`config.mk`:
```
export PLATFORM = sky130hd
export DESIGN_NAME = sgd_x_rd
export DESIGN_NICKNAME = d
export VERILOG_FILES = /design/src/rtl/sgd_x_rd_pkg.sv /design/src/rtl/sgd_valid_delay_line.sv /design/src/rtl/sgd_x_rd.sv
export SDC_FILE = /design/constraint.sdc
export NUM_CORES = 1
export LEC_CHECK = 0
export ABC_AREA = 1
export BUFFER_PORTS_ARGS = -buffer_cell sky130_fd_sc_hd__buf_4
export CORE_AREA = 8 8 257 259
export CTS_CLUSTER_SIZE = 24
export DETAILED_ROUTE_END_ITERATION = 16
export DIE_AREA = 0 0 265 267
export HOLD_SLACK_MARGIN = 0.05
export PLACE_DENSITY_LB_ADDON = 0.2
export SYNTH_ARGS = -nofsm -noshare
export SYNTH_HDL_FRONTEND = slang
export SYNTH_SLANG_ARGS = --single-unit
```
`constraint.sdc`:
```
create_clock -name clk -period 3.1 [get_ports clk]
set_input_delay 0.62 -clock clk [delete_from_list [all_inputs] [get_ports clk]]
set_output_delay 0.62 -clock clk [all_outputs]
set_load 0.01 [all_outputs]
```
`src/rtl/sgd_x_rd_pkg.sv`:
```
// Shared definitions for the model-x read path: x BRAM geometry, bank
// grouping and the 3-bit state encodings of the read controller.
package sgd_x_rd_pkg;

  localparam int X_BIT_DEPTH        = 12;  // x BRAM address width
  localparam int NUM_BITS_PER_BANK  = 8;   // 32-bit lanes per x BRAM word
  localparam int BIT_WIDTH_OF_BANK  = 6;   // log2 of features per x BRAM word
  localparam int NUM_OF_BANKS       = 8;   // samples admitted per credit
  localparam int NUM_OF_BANKS_WIDTH = 3;   // log2(NUM_OF_BANKS)
  localparam int X_BRAM_LAT         = 2;   // x BRAM read latency in cycles

  typedef enum logic [2:0] {
    ST_IDLE        = 3'd0,
    ST_STARTING    = 3'd1,
    ST_EPOCH       = 3'd2,
    ST_WAIT_CREDIT = 3'd3,
    ST_READ        = 3'd4,
    ST_FINISH      = 3'd5
  } state_t;

endpackage

```
`src/rtl/sgd_valid_delay_line.sv`:
```
// Delays the {valid, last} tag of each x BRAM read by the BRAM read latency
// so both arrive together with the returned data word.
// Ports:
//   clk, rst_n          clock, synchronous active-low reset
//   vld_in, last_in     read strobe and final-chunk tag at issue time
//   vld_out, last_out   the same tags DEPTH cycles later
module sgd_valid_delay_line #(
  parameter int DEPTH = 2
) (
  input  logic clk,
  input  logic rst_n,
  input  logic vld_in,
  input  logic last_in,
  output logic vld_out,
  output logic last_out
);

  logic [DEPTH-1:0] vld_p;
  logic [DEPTH-1:0] last_p;

  always_ff @(posedge clk) begin
    if (!rst_n) begin
      vld_p  <= '0;
      last_p <= '0;
    end else begin
      vld_p[0]  <= vld_in;
      last_p[0] <= last_in;
      for (int i = 1; i < DEPTH; i++) begin
        vld_p[i]  <= vld_p[i-1];
        last_p[i] <= last_p[i-1];
      end
    end
  end

  assign vld_out  = vld_p[DEPTH-1];
  assign last_out = last_p[DEPTH-1];

endmodule

```
`src/rtl/sgd_x_rd.sv`:
```
// Read-side consumer of the model-x credit protocol. Each credit published
// by the x writer admits one bank-group of samples; for each admitted group
// the controller issues one full pass of x BRAM chunk reads (0..chunks-1)
// to the dot-product pipeline under backpressure, and returns the BRAM data
// tagged with valid and last-chunk so the consumer never sees a stale model.
// Ports:
//   clk, rst_n               clock, synchronous active-low reset
//   started                  job start level (re-timed through two flops)
//   dimension                feature count
//   number_of_epochs         epochs to run (bits [9:0])
//   number_of_samples        samples per epoch, multiple of BANKS
//   x_wr_credit_counter      cumulative writer credits, wraps mod 256
//   x_rd_ready               downstream can accept a read this cycle
//   x_rd_en, x_rd_addr       BRAM read strobe and chunk address
//   x_rd_data                BRAM read data
//   x_out_valid/data/last    aligned chunk output with final-chunk tag
//   sgd_x_rd_done            all epochs consumed (sticky)
//   sgd_x_rd_error           protocol or configuration error (sticky)
//   state_counters_x_rd      {x_rd_en, state, group_index[19:0], epoch_index[7:0]}
module sgd_x_rd
  import sgd_x_rd_pkg::*;
#(
  parameter int ADDR_W     = X_BIT_DEPTH,
  parameter int DATA_W     = NUM_BITS_PER_BANK * 32,
  parameter int CHUNK_LOG2 = BIT_WIDTH_OF_BANK,
  parameter int BANKS      = NUM_OF_BANKS,
  parameter int BRAM_LAT   = X_BRAM_LAT
) (
  input  logic              clk,
  input  logic              rst_n,
  input  logic              started,
  input  logic [31:0]       dimension,
  input  logic [31:0]       number_of_epochs,
  input  logic [31:0]       number_of_samples,
  input  logic [7:0]        x_wr_credit_counter,
  input  logic              x_rd_ready,
  output logic              x_rd_en,
  output logic [ADDR_W-1:0] x_rd_addr,
  input  logic [DATA_W-1:0] x_rd_data,
  output logic              x_out_valid,
  output logic [DATA_W-1:0] x_out_data,
  output logic              x_out_last,
  output logic              sgd_x_rd_done,
  output logic              sgd_x_rd_error,
  output logic [31:0]       state_counters_x_rd
);

  localparam int BANK_SHIFT = $clog2(BANKS);

  // Number of BRAM words covering `dim` features (ceiling division).
  function automatic logic [31:0] ceil_chunks(input logic [31:0] dim);
    return (dim >> CHUNK_LOG2) + {31'd0, |dim[CHUNK_LOG2-1:0]};
  endfunction

  logic [31:0] chunks_p0, chunks_p1;
  logic [31:0] groups_p0, groups_p1;
  logic [9:0]  epochs_p0, epochs_p1;
  logic [21:0] unused_epoch_hi;

  logic        started_r1, started_r2;
  logic [7:0]  credit_r;
  logic [7:0]  consumed;
  logic [7:0]  avail;

  state_t      state;
  logic [31:0] chunk_index;
  logic [31:0] group_index;
  logic [9:0]  epoch_index;
  logic [31:0] last_chunk;
  logic        rd_last;
  logic        done_r;
  logic        error_r;

  assign unused_epoch_hi = number_of_epochs[31:10];

  // ---- config capture stage 0 -> stage 1 (stable before STARTING) ----
  always_ff @(posedge clk) begin
    chunks_p0 <= ceil_chunks(dimension);
    groups_p0 <= number_of_samples >> BANK_SHIFT;
    epochs_p0 <= number_of_epochs[9:0];
    chunks_p1 <= chunks_p0;
    groups_p1 <= groups_p0;
    epochs_p1 <= epochs_p0;
  end

  always_ff @(posedge clk) begin
    if (!rst_n) begin
      started_r1 <= 1'b0;
      started_r2 <= 1'b0;
      credit_r   <= '0;
    end else begin
      started_r1 <= started;
      started_r2 <= started_r1;
      credit_r   <= x_wr_credit_counter;
    end
  end

  // Wrapping difference; bit 7 set means we have consumed past the writer.
  assign avail      = credit_r - consumed;
  assign last_chunk = chunks_p1 - 32'd1;

  // ---- control FSM ----
  always_ff @(posedge clk) begin
    if (!rst_n) begin
      state       <= ST_IDLE;
      chunk_index <= '0;
      group_index <= '0;
      epoch_index <= '0;
      consumed    <= '0;
      done_r      <= 1'b0;
      error_r     <= 1'b0;
    end else begin
      unique case (state)
        ST_IDLE: begin
          if (started_r2) state <= ST_STARTING;
        end
        ST_STARTING: begin
          epoch_index <= '0;
          consumed    <= '0;
          done_r      <= 1'b0;
          error_r     <= 1'b0;
          if (chunks_p1 == '0 || groups_p1 == '0) begin
            error_r <= 1'b1;
            state   <= ST_FINISH;
          end else begin
            state <= ST_EPOCH;
          end
        end
        ST_EPOCH: begin
          group_index <= '0;
          if (epoch_index == epochs_p1) begin
            state <= ST_FINISH;
          end else begin
            epoch_index <= epoch_index + 10'd1;
            state       <= ST_WAIT_CREDIT;
          end
        end
        ST_WAIT_CREDIT: begin
          if (avail[7]) begin
            error_r <= 1'b1;
            state   <= ST_FINISH;
          end else if (group_index == groups_p1) begin
            state <= ST_EPOCH;
          end else if (avail != '0) begin
            consumed    <= consumed + 8'd1;
            chunk_index <= '0;
            state       <= ST_READ;
          end
        end
        ST_READ: begin
          if (x_rd_ready) begin
            if (chunk_index == last_chunk) begin
              chunk_index <= '0;
              group_index <= group_index + 32'd1;
              state       <= ST_WAIT_CREDIT;
            end else begin
              chunk_index <= chunk_index + 32'd1;
            end
          end
        end
        ST_FINISH: begin
          done_r <= 1'b1;
        end
        default: state <= ST_IDLE;
      endcase
    end
  end

  assign x_rd_en   = (state == ST_READ) && x_rd_ready;
  assign x_rd_addr = chunk_index[ADDR_W-1:0];
  assign rd_last   = x_rd_en && (chunk_index == last_chunk);

  // ---- issue -> return: tags ride the BRAM latency ----
  sgd_valid_delay_line #(
    .DEPTH (BRAM_LAT)
  ) u_delay (
    .clk      (clk),
    .rst_n    (rst_n),
    .vld_in   (x_rd_en),
    .last_in  (rd_last),
    .vld_out  (x_out_valid),
    .last_out (x_out_last)
  );

  // Data word is captured on the same edge its valid reaches the output.
  always_ff @(posedge clk) begin
    x_out_data <= x_rd_data;
  end

  assign sgd_x_rd_done       = done_r;
  assign sgd_x_rd_error      = error_r;
  assign state_counters_x_rd = {x_rd_en, state, group_index[19:0], epoch_index[7:0]};

endmodule

```
==> flow_summary.json, run 1 <==
{
  "outcome": "completed",
  "timing.final.crit_share": 0.8887,
  "post-route-cell-area_um2": 23760,
  "drt_drc_violations_left": 0,
  "cts_hold_repair.buffers": 0,
  "syn-cell-area_um2": 16250,
  "cts_buffers": 58,
  "cts_sinks": 489,
  "io_pins": 669,
  "grt_pass1_wl_mm": 107.3,
  "synth.most_common_cell": "sky130_fd_sc_hd__dfxtp_1",
  "clock_skew_ns": 0.01805,
  "synth_fp_nets": 2131,
  "clock.fmax_ghz": 0.3630,
  "max_slew.worst_pin.slew_ns": 0.5591,
  "first_global_vias": 13960,
  "htreeDepth": 2,
  "ff2ff_setup_slack_ns": 0.35,
  "crit_required_ns": 3.63,
  "die_width_um": 265,
  "hold_viol_final": 0,
  "clock_edge_transition_at_the_registers_on_the_reported_setup_and_hold_paths_ns": 0.06,
  "layout-drive-gt1-share": 0.3311,
  "globalRouteTotalUtil": 0.2156,
  "synth_enable_flop_cells": 0,
  "crit_path_max_fanout": 21,
  "critical_path.startpoint_type": "register",
  "timing.setup.critical_path_class": "register to register",
  "tritoncts_clock_tree": "built",
  "post_layout_nonfiller_instances": 3263,
  "rows": 92,
  "avgViaCountPerCell": 4.222,
  "synth_area_leader_cell": "sky130_fd_sc_hd__dfxtp_1",
  "detail-route-antenna-nets": 0,
  "final_count_of_negative_setup_slack_endpoints": 0,
  "cts_root_buf": "sky130_fd_sc_hd__clkbuf_16",
  "floorplan.initialDensity": 0.2614,
  "num-nets-final": 2775,
  "slew_viol_final": 0,
  "timing.hold.ws_ns": 0.1100,
  "initialDrtViolationCount": 795,
  "yosysSeqAreaShare": 0.6026,
  "gpl.final_weighted_congestion": 0.9664,
  "post_synth_top_flop": "sky130_fd_sc_hd__dfxtp_1",
  "critical_path_arrival_ns": 3.29,
  "gr-total-overflow": 0,
  "synthesized_instance_count": 1751,
  "area_delta_synth_final_pct": 46.28,
  "drv.max_cap_violation_count": 0,
  "detail_route.wl_per_cell_um": 24.31,
  "clock_tree.buffer_depth": 3,
  "power.leakage_nw": 10.59,
  "place_inst": 3134,
  "p_per_area_nw_per_um2": 656.5,
  "n_fill_cell": 6361,
  "synth.ff_latch_count": 489,
  "post_cts_resized": 0,
  "synth_cell_type_count": 47,
  "hold_path.class": "primary input to register",
  "cts_setup_buffers": 0,
  "top_area_cells_in_the_synthesized_netlist": "sky130_fd_sc_hd__dfxtp_1, sky130_fd_sc_hd__nand2_1, sky130_fd_sc_hd__nor2_1, sky130_fd_sc_hd__xor2_1, sky130_fd_sc_hd__inv_1",
  "placeableCoreArea_um2": 62160,
  "fp.dieH_um": 267,
  "floorplan.die_area_um2": 70760,
  "total_design_power_mw": 15.60,
  "clkLatencyLatePin_ns": 0.61,
  "synth_warnings": 0,
  "portBuffers": 643,
  "hpwlAfterDp_mm": 67.34,
  "slew-limit-headroom": 0.6238,
  "drt_pre_antenna_iters": 5,
  "yosysTopAreaCellShare": 0.6026,
  "num_vias": 13780,
  "route.final.wire_length_mm": 79.31,
  "avgSynthCellArea_um2": 9.278,
  "unrepaired_setup_endpoints_after_global_routing": "no",
  "synth.top_cells.by_count": "sky130_fd_sc_hd__dfxtp_1, sky130_fd_sc_hd__nand2_1, sky130_fd_sc_hd__nor2_1, sky130_fd_sc_hd__inv_1, sky130_fd_sc_hd__xor2_1",
  "initial_antenna_violation_count": 29,
  "setup.worst_path.end_class": "register",
  "ys_async_sr_fraction": 0,
  "finalSetupTns_ns": 0,
  "place_area_um2": 21690,
  "vdd_drop_max_v": 0.0004528,
  "grt_max_degree": 35,
  "min_period_ns": 2.755
}
==> critical path, cell delays in order (launching register included) <==
cell	delay, ns
sky130_fd_sc_hd__dfxtp_1	0.31
sky130_fd_sc_hd__inv_1	0.11
sky130_fd_sc_hd__ha_1	0.24
sky130_fd_sc_hd__nand2_4	0.11
sky130_fd_sc_hd__nor2_2	0.22
sky130_fd_sc_hd__nand2_1	0.13
sky130_fd_sc_hd__nand2_1	0.08
sky130_fd_sc_hd__nand2_1	0.05
sky130_fd_sc_hd__nor2_1	0.08
sky130_fd_sc_hd__nand3_1	0.07
sky130_fd_sc_hd__nor2_1	0.09
sky130_fd_sc_hd__nand2_1	0.07
sky130_fd_sc_hd__nor2_2	0.20
sky130_fd_sc_hd__nand3_2	0.13
sky130_fd_sc_hd__nand2_4	0.24
sky130_fd_sc_hd__buf_4	0.29
sky130_fd_sc_hd__nand3_1	0.09
sky130_fd_sc_hd__a21oi_1	0.15
==> area by class of cell <==
| type | count | area, µm² | share of cell area |
|---|---|---|---|
| Sequential cell | 489 | 9789 | 0.4119 |
| Multi-Input combinational cell | 1025 | 5376 | 0.2262 |
| Timing Repair Buffer | 656 | 4937 | 0.2078 |
| Clock buffer | 73 | 1579 | 0.06645 |
| Tap cell | 799 | 999.7 | 0.04207 |
| Inverter | 165 | 619.3 | 0.02606 |
| Clock inverter | 32 | 402.9 | 0.01695 |
| Antenna cell | 24 | 60.06 | 0.002527 |
==> power by group <==
| group | internal (mW) | switching [mW] |
|---|---|---|
| clock network | 4.26 | 2.74 |
| registers | 6.62 | 0.203 |
| logic | 0.781 | 0.995 |
==> metal layers <==
layer | vias up | GRT usage | share of wire
met4 | 2 | 0.08667 | 0.031
li1 | 6823 | - | -
met1 | 6399 | 0.2468 | 0.39
met2 | 456 | 0.3743 | 0.50
met5 | - | 0.004848 | 0.00057
met3 | 96 | 0.06355 | 0.077
==> registers in the layout, indices dropped and copies added, names as in the netlist, 2 cells and up <==
| signal | count |
|---|---|
| x_out_data | 256 |
| chunk_index | 32 |
| group_index | 32 |
| groups_p0 | 29 |
| groups_p1 | 29 |
| chunks_p0 | 27 |
| chunks_p1 | 27 |
| epoch_index | 10 |
| epochs_p0 | 10 |
| epochs_p1 | 10 |
| consumed | 8 |
| credit_r | 8 |
| state | 3 |
| u_delay.last_p | 2 |
| u_delay.vld_p | 2 |
==> kinds of logic (layout without fill, tap and decap cells) <==
family / Yosys count / after routing / synth area share
simple gates: 796 / 796 / 0.2212
flops: 489 / 489 / 0.6026
buf+inv: 237 / 926 / 0.06824
xor+xnor: 119 / 119 / 0.06416
compound gates: 93 / 93 / 0.03042
fa+ha+maj: 16 / 16 / 0.01279
mux: 1 / 1 / 0.0006162
other cells: 0 / 24 / 0
==> layout by cell type (no fill, tap or decap), types with 3 or more instances in the layout <==
cell	instances
sky130_fd_sc_hd__o21ai_0	24
sky130_fd_sc_hd__bufinv_16	8
sky130_fd_sc_hd__buf_4	655
sky130_fd_sc_hd__nand2_2	6
sky130_fd_sc_hd__nor3b_1	4
sky130_fd_sc_hd__dfxtp_1	489
sky130_fd_sc_hd__clkinv_2	15
sky130_fd_sc_hd__nand3_1	81
sky130_fd_sc_hd__nor2_1	234
sky130_fd_sc_hd__nand3_2	11
sky130_fd_sc_hd__nand2_1	309
sky130_fd_sc_hd__nor3_1	47
sky130_fd_sc_hd__a21oi_1	54
sky130_fd_sc_hd__clkbuf_8	5
sky130_fd_sc_hd__xor2_1	91
sky130_fd_sc_hd__xnor2_1	28
sky130_fd_sc_hd__clkbuf_1	9
sky130_fd_sc_hd__nand4_1	36
sky130_fd_sc_hd__clkinvlp_4	5
sky130_fd_sc_hd__ha_1	15
sky130_fd_sc_hd__nand2_4	3
sky130_fd_sc_hd__clkbuf_16	59
sky130_fd_sc_hd__inv_1	161
sky130_fd_sc_hd__nor4_1	19
sky130_fd_sc_hd__a31oi_1	3
sky130_fd_sc_hd__diode_2	24
sky130_fd_sc_hd__nor2_4	5
sky130_fd_sc_hd__nand3b_1	9
sky130_fd_sc_hd__or2_2	6
sky130_fd_sc_hd__nor2_2	15
==> metrics by stage <==
step                      utilization  setup slack [ns]
after detailed placement       0.3490            0.1146
after global routing           0.3819           0.04347
final                          0.3823            0.3451
after global placement         0.3490            0.1533
after CTS                      0.3809           0.09242
after floorplan                     -            0.6439
==> final timing paths <==
check / end / from / depth (start not counted)
max reg2reg: group_index[19] / chunks_p1[0] / 17
min reg2reg: groups_p1[6] / groups_p0[6] / 0
max: group_index[19] / chunks_p1[0] / 17
min: x_out_data[51] / x_rd_data[51] / 1
(Power assumes the default switching activity.)
==> run 2, diff against run 1 <==
==> constraint.sdc (replaced) <==
create_clock -name clk -period 3.1 [get_ports clk]
set_input_delay 0.62 -clock clk [delete_from_list [all_inputs] [get_ports clk]]
set_output_delay 0.62 -clock clk [all_outputs]
set_load 0.1 [all_outputs]
==> flow_summary.json, run 2 (synthesis results as in run 1) <==
{
  "cts_sinks": 489,
  "intPower_mw": 11.46,
  "total_design_power_mw": 16.88,
  "route.final.wire_length_mm": 78.56,
  "hold_viol_final": 0,
  "total_switching_power_mw": 5.419,
  "detail-route-antenna-nets": 0,
  "setup.worst_path.end_class": "register",
  "tritoncts_clock_tree": "built",
  "final_worst_slack_ns": 0.3304,
  "fp.dieH_um": 267,
  "clock_skew_ns": 0.01016,
  "floorplan.die_area_um2": 70760,
  "ff2ff_setup_slack_ns": 0.33,
  "critical_path_arrival_ns": 3.23,
  "max_slew.worst_pin.slew_ns": 0.5426,
  "die_width_um": 265,
  "globalRouteTotalUtil": 0.2114,
  "post-route-cell-area_um2": 23650,
  "holdPathEnd": "x_out_data[149]",
  "timing.setup.critical_path_class": "register to register",
  "cts_setup_buffers": 0,
  "avgViaCountPerCell": 4.247,
  "r2r-start": "chunks_p1[2]",
  "drt_pre_antenna_iters": 5,
  "gpl.final_weighted_congestion": 1.016,
  "initialDrtViolationCount": 935,
  "worstRegToRegCells": 14,
  "combinationalPowerShare": 0.194,
  "timing.final.crit_share": 0.8934,
  "critical_path.startpoint_type": "register",
  "min_period_ns": 2.770,
  "io_pins": 669,
  "post_layout_nonfiller_instances": 3255,
  "htreeDepth": 2,
  "hpwlAfterDp_mm": 66.54,
  "drt_drc_violations_left": 0,
  "num_vias": 13830,
  "layout.cells.most_common": "sky130_fd_sc_hd__buf_4",
  "placeableCoreArea_um2": 62160,
  "gr-total-overflow": 0,
  "clkLatencyLatePin_ns": 0.60,
  "vdd_drop_max_v": 0.0005001,
  "grt_pass1_wl_mm": 105.4,
  "place_area_um2": 21710,
  "unrepaired_setup_endpoints_after_global_routing": "no",
  "slew_viol_final": 0,
  "clkPwrFrac": 0.402,
  "outcome": "completed",
  "area_delta_synth_final_pct": 45.59,
  "detail_route.wl_per_cell_um": 24.14,
  "cts_buffers": 55,
  "floorplan.initialDensity": 0.2614,
  "clock.fmax_ghz": 0.3611,
  "layout-drive-gt1-share": 0.3310,
  "finalSetupTns_ns": 0,
  "timing.hold.ws_ns": 0.1173,
  "regToRegEndpoint": "group_index[1]",
  "crit_required_ns": 3.56,
  "p_per_area_nw_per_um2": 713.7,
  "pre_cts_ws_ns": 0.1157,
  "worst_hold_startpoint": "x_rd_data[149]",
  "first_global_vias": 13810,
  "largest_register_ff_count": 256,
  "cts_root_buf": "sky130_fd_sc_hd__clkbuf_16",
  "hold-path-cell-count": 1,
  "grt_max_degree": 35,
  "power.sequential.fraction": 0.404,
  "clock_tree.buffer_depth": 3,
  "mostFrequentLayoutCells": "sky130_fd_sc_hd__buf_4, sky130_fd_sc_hd__dfxtp_1, sky130_fd_sc_hd__nand2_1, sky130_fd_sc_hd__nor2_1, sky130_fd_sc_hd__inv_1",
  "clock_edge_transition_at_the_registers_on_the_reported_setup_and_hold_paths_ns": 0.06,
  "hold_path.class": "primary input to register",
  "n_fill_cell": 6326,
  "slew-limit-headroom": 0.6349,
  "reg_top3": "x_out_data x256, chunk_index x32, group_index x32",
  "power.leakage_nw": 10.56,
  "initial_antenna_violation_count": 28,
  "crit_path_max_fanout": 32,
  "rows": 92,
  "power_switching_share": 0.3210,
  "num-nets-final": 2776,
  "portBuffers": 643,
  "post-route-util": 0.3805,
  "drv.max_cap_violation_count": 0,
  "final_count_of_negative_setup_slack_endpoints": 0,
  "regMostFlops": "x_out_data",
  "place_inst": 3138
}
## run 2: how the worst max path moves through the flow
| stage | start | end | slack (ns) | cells past startpoint |
|---|---|---|---|---|
| 2_1_floorplan | state[0] | chunk_index[7] | 0.21 | 12 |
| 3_3_place_gp | chunks_p1[0] | group_index[15] | 0.15 | 17 |
| 3_5_place_dp | chunks_p1[2] | group_index[1] | 0.12 | 14 |
| 4_1_cts | chunks_p1[0] | group_index[1] | 0.09 | 17 |
| 5_1_grt | chunks_p1[0] | group_index[26] | 0.01 | 17 |
| 6_report | chunks_p1[2] | group_index[1] | 0.33 | 14 |
## run 2: power groups by stage
stage / Clock (mW) / Sequential, mW / Combinational, mW
after global routing: 7.25 / 6.85 / 3.43
after CTS: 7.00 / 6.82 / 3.29
final: 6.79 / 6.82 / 3.27
after global placement: 0 / 6.95 / 3.27
after floorplan: 0 / 8.34 / 0.830
after detailed placement: 0 / 6.95 / 3.28
## run 2: metal layers
metal	vias up	global-route usage	wire length, µm
li1	6816	-	-
met1	6399	0.2368	30170
met2	515	0.3810	40520
met3	95	0.07000	6150
met4	0	0.05827	1718
met5	-	0	0
## run 2: cell type report
cell class / instances / area, µm² / area share
Clock buffer: 76 / 1575 / 0.06660
Tap cell: 799 / 999.7 / 0.04227
Antenna cell: 15 / 37.54 / 0.001587
Clock inverter: 26 / 311.5 / 0.01317
Timing Repair Buffer: 660 / 4955 / 0.2095
Sequential cell: 489 / 9791 / 0.4140
Inverter: 165 / 619.3 / 0.02619
Multi-Input combinational cell: 1025 / 5363 / 0.2267
## run 2: worst max-delay path, stage by stage (launching register included)
cell and delay, ns:
sky130_fd_sc_hd__dfxtp_1 0.36, sky130_fd_sc_hd__nor2_2 0.11, sky130_fd_sc_hd__nand2_2 0.11, sky130_fd_sc_hd__nor2_4 0.24
sky130_fd_sc_hd__nand2_1 0.12, sky130_fd_sc_hd__nor2_1 0.31, sky130_fd_sc_hd__nand3_1 0.11, sky130_fd_sc_hd__nand2_1 0.12
sky130_fd_sc_hd__nand4_1 0.11, sky130_fd_sc_hd__nor2_2 0.22, sky130_fd_sc_hd__nand3_2 0.12, sky130_fd_sc_hd__nand2_4 0.22
sky130_fd_sc_hd__nand2_4 0.27, sky130_fd_sc_hd__nand2_1 0.14, sky130_fd_sc_hd__a21oi_1 0.07
## run 2: repair_timing
action,in CTS,in global routing
resized for setup,0,3
endpoints found under the setup margin,0,33
hold buffers,0,0
==> run 3, diff against run 2 <==
==> constraint.sdc (replaced) <==
create_clock -name clk -period 3 [get_ports clk]
set_input_delay 0.6 -clock clk [delete_from_list [all_inputs] [get_ports clk]]
set_output_delay 0.6 -clock clk [all_outputs]
set_load 0.1 [all_outputs]
==> flow_summary.json, run 3 (synthesis results as in run 1) <==
{
  "timing.final.crit_share": 0.9000,
  "vdd_drop_max_v": 0.0005001,
  "r2r-start": "chunks_p1[6]",
  "cts_sinks": 489,
  "mostFrequentLayoutCells": "sky130_fd_sc_hd__buf_4, sky130_fd_sc_hd__dfxtp_1, sky130_fd_sc_hd__nand2_1, sky130_fd_sc_hd__nor2_1, sky130_fd_sc_hd__dlygate4sd3_1",
  "timing.setup.critical_path_class": "register to register",
  "drt_drc_violations_left": 0,
  "hold_path.class": "primary input to register",
  "first_global_vias": 15050,
  "worst_hold_startpoint": "x_rd_data[173]",
  "place_inst": 3134,
  "cp_slowest_stage_delay_ns": 0.35,
  "avgViaCountPerCell": 4.206,
  "hpwlAfterDp_mm": 64.23,
  "outcome": "completed",
  "route.final.wire_length_mm": 77.85,
  "num-nets-final": 2957,
  "clkPwrFrac": 0.420,
  "power.sequential.fraction": 0.382,
  "min_period_ns": 2.700,
  "cts_buffers": 56,
  "intPower_mw": 12.63,
  "globalRouteTotalUtil": 0.2112,
  "drt_pre_antenna_iters": 5,
  "setup.worst_path.end_class": "register",
  "layout.cells.most_common": "sky130_fd_sc_hd__buf_4",
  "detail-route-antenna-nets": 0,
  "htreeDepth": 2,
  "crit_path_max_fanout": 30,
  "grt_pass1_wl_mm": 107.4,
  "largest_register_ff_count": 256,
  "num_vias": 14450,
  "unrepaired_setup_endpoints_after_global_routing": "no",
  "regToRegEndpoint": "chunk_index[28]",
  "portBuffers": 643,
  "fp.dieH_um": 267,
  "clock_skew_ns": 0.02829,
  "crit_slowest_cell": "sky130_fd_sc_hd__dfxtp_1",
  "reg_top3": "x_out_data x256, chunk_index x32, group_index x32",
  "clock_edge_transition_at_the_registers_on_the_reported_setup_and_hold_paths_ns": 0.06,
  "max_slew.worst_pin.slew_ns": 0.5718,
  "regMostFlops": "x_out_data",
  "combinationalPowerShare": 0.198,
  "tritoncts_clock_tree": "built",
  "gr-total-overflow": 0,
  "grt_max_degree": 35,
  "p_per_area_nw_per_um2": 714.8,
  "worstRegToRegCells": 15,
  "clkLatencyLatePin_ns": 0.62,
  "initial_antenna_violation_count": 28,
  "power.leakage_nw": 11.44,
  "rows": 92,
  "clock_tree.buffer_depth": 3,
  "n_fill_cell": 6104,
  "floorplan.initialDensity": 0.2614,
  "gpl.final_weighted_congestion": 1.072,
  "area_delta_synth_final_pct": 58.24,
  "cts_setup_buffers": 0,
  "drv.max_cap_violation_count": 0,
  "initialDrtViolationCount": 822,
  "holdPathEnd": "x_out_data[173]",
  "io_pins": 669,
  "post_layout_nonfiller_instances": 3435,
  "critical_path.startpoint_type": "register",
  "cts_root_buf": "sky130_fd_sc_hd__clkbuf_16",
  "die_width_um": 265,
  "critical_path.most_common_cell": "sky130_fd_sc_hd__nand2_1",
  "finalSetupTns_ns": 0,
  "clock.fmax_ghz": 0.3704,
  "slew-limit-headroom": 0.6153,
  "slew_viol_final": 0,
  "hold_viol_final": 0,
  "power_switching_share": 0.3129,
  "placeableCoreArea_um2": 62160,
  "final_count_of_negative_setup_slack_endpoints": 0,
  "ff2ff_setup_slack_ns": 0.30,
  "total_switching_power_mw": 5.750,
  "floorplan.die_area_um2": 70760,
  "critical_path_arrival_ns": 3.19,
  "crit_chain": "nor2_1 -> nand2_1 -> nor2_4 -> nand2_1 -> nor2_1 -> nand3_1 -> nand2_1 -> nand4_1 -> nor2_2 -> nand2_1 -> nand2_2 -> nand2_2 -> nand2_2 -> buf_12 -> nor2_1",
  "crit_required_ns": 3.49,
  "hold-path-cell-count": 1,
  "detail_route.wl_per_cell_um": 22.66,
  "layout-drive-gt1-share": 0.3102
}
run 3: cell count changes in the layout (fill, tap and decap cells not counted), moves of 2 or more:
cell                            before  now
sky130_fd_sc_hd__inv_6               4    2
sky130_fd_sc_hd__clkbuf_8           12   10
sky130_fd_sc_hd__bufinv_16           6   13
sky130_fd_sc_hd__buf_12              0    2
sky130_fd_sc_hd__clkinvlp_4          5    2
sky130_fd_sc_hd__dlygate4sd3_1       0  184
sky130_fd_sc_hd__diode_2            15   12
sky130_fd_sc_hd__buf_4             660  653
sky130_fd_sc_hd__clkbuf_1            9    3
sky130_fd_sc_hd__clkinv_2           10   15
run 3: worst max-delay path, delay by kind of cell (launching register included):
family	cells	cell delay (ns)
buffers and inverters	1	0.19
DFF	1	0.35
and+or+nand+nor	14	2.01
run 3: power by group through the flow:
stage          clock [mW]  combinational, mW  sequential (mW)
2_1_floorplan           0              0.858             8.62
3_3_place_gp            0               3.40             7.16
3_5_place_dp            0               3.41             7.16
4_1_cts              7.95               3.65             7.03
5_1_grt              8.20               3.80             7.06
6_report             7.71               3.63             7.03
run 3: per-stage QoR:
| step | total power, mW | instance area [µm²] | setup slack, ns | utilization | hold WS, ns |
|---|---|---|---|---|---|
| floorplan | 9.473 | 16250 | 0.1103 | - | 0.3096 |
| global placement | 10.56 | 21710 | 0.2386 | 0.3492 | 0.3120 |
| detailed placement | 10.57 | 21710 | 0.2125 | 0.3492 | 0.3121 |
| CTS | 18.62 | 25650 | 0.1657 | 0.4127 | 0.05003 |
| global route | 19.06 | 25690 | 0.02051 | 0.4134 | 0.05993 |
| finish | 18.38 | 25710 | 0.2999 | 0.4136 | 0.09338 |
run 3: layout make-up:
cell class / count / area [µm²] / area share
flip-flops and latches: 489 / 9791 / 0.3809
repair buffers: 840 / 6795 / 0.2643
inverters: 165 / 619.3 / 0.02409
well taps: 799 / 999.7 / 0.03889
clock buffers: 69 / 1550 / 0.06030
multi-input cells: 1025 / 5370 / 0.2089
clock inverters: 36 / 551.8 / 0.02146
diodes: 12 / 30.03 / 0.001168
run 3: routing by layer:
layer | GRT usage | routed length (µm) | up-vias
li1 | - | - | 7183
met1 | 0.2401 | 30390 | 6685
met2 | 0.3710 | 39060 | 483
met3 | 0.07682 | 6502 | 95
met4 | 0.05798 | 1889 | 0
met5 | 0 | 0 | -
run 3: worst max path at each step:
| stage | cells after the start | to | slack [ns] | from |
|---|---|---|---|---|
| floorplan | 12 | chunk_index[7] | 0.11 | state[0] |
| global placement | 17 | group_index[15] | 0.24 | chunks_p1[0] |
| detailed placement | 17 | group_index[10] | 0.21 | chunks_p1[0] |
| CTS | 17 | group_index[10] | 0.17 | chunks_p1[0] |
| global route | 15 | chunk_index[13] | 0.02 | chunks_p1[6] |
| finish | 15 | chunk_index[28] | 0.30 | chunks_p1[6] |
run 3: what timing repair did:
action | 4_1_cts | 5_1_grt
hold endpoints to repair | 184 | 0
resized for setup | 0 | 6
hold buffers | 184 | 0
setup endpoints to repair | 0 | 64
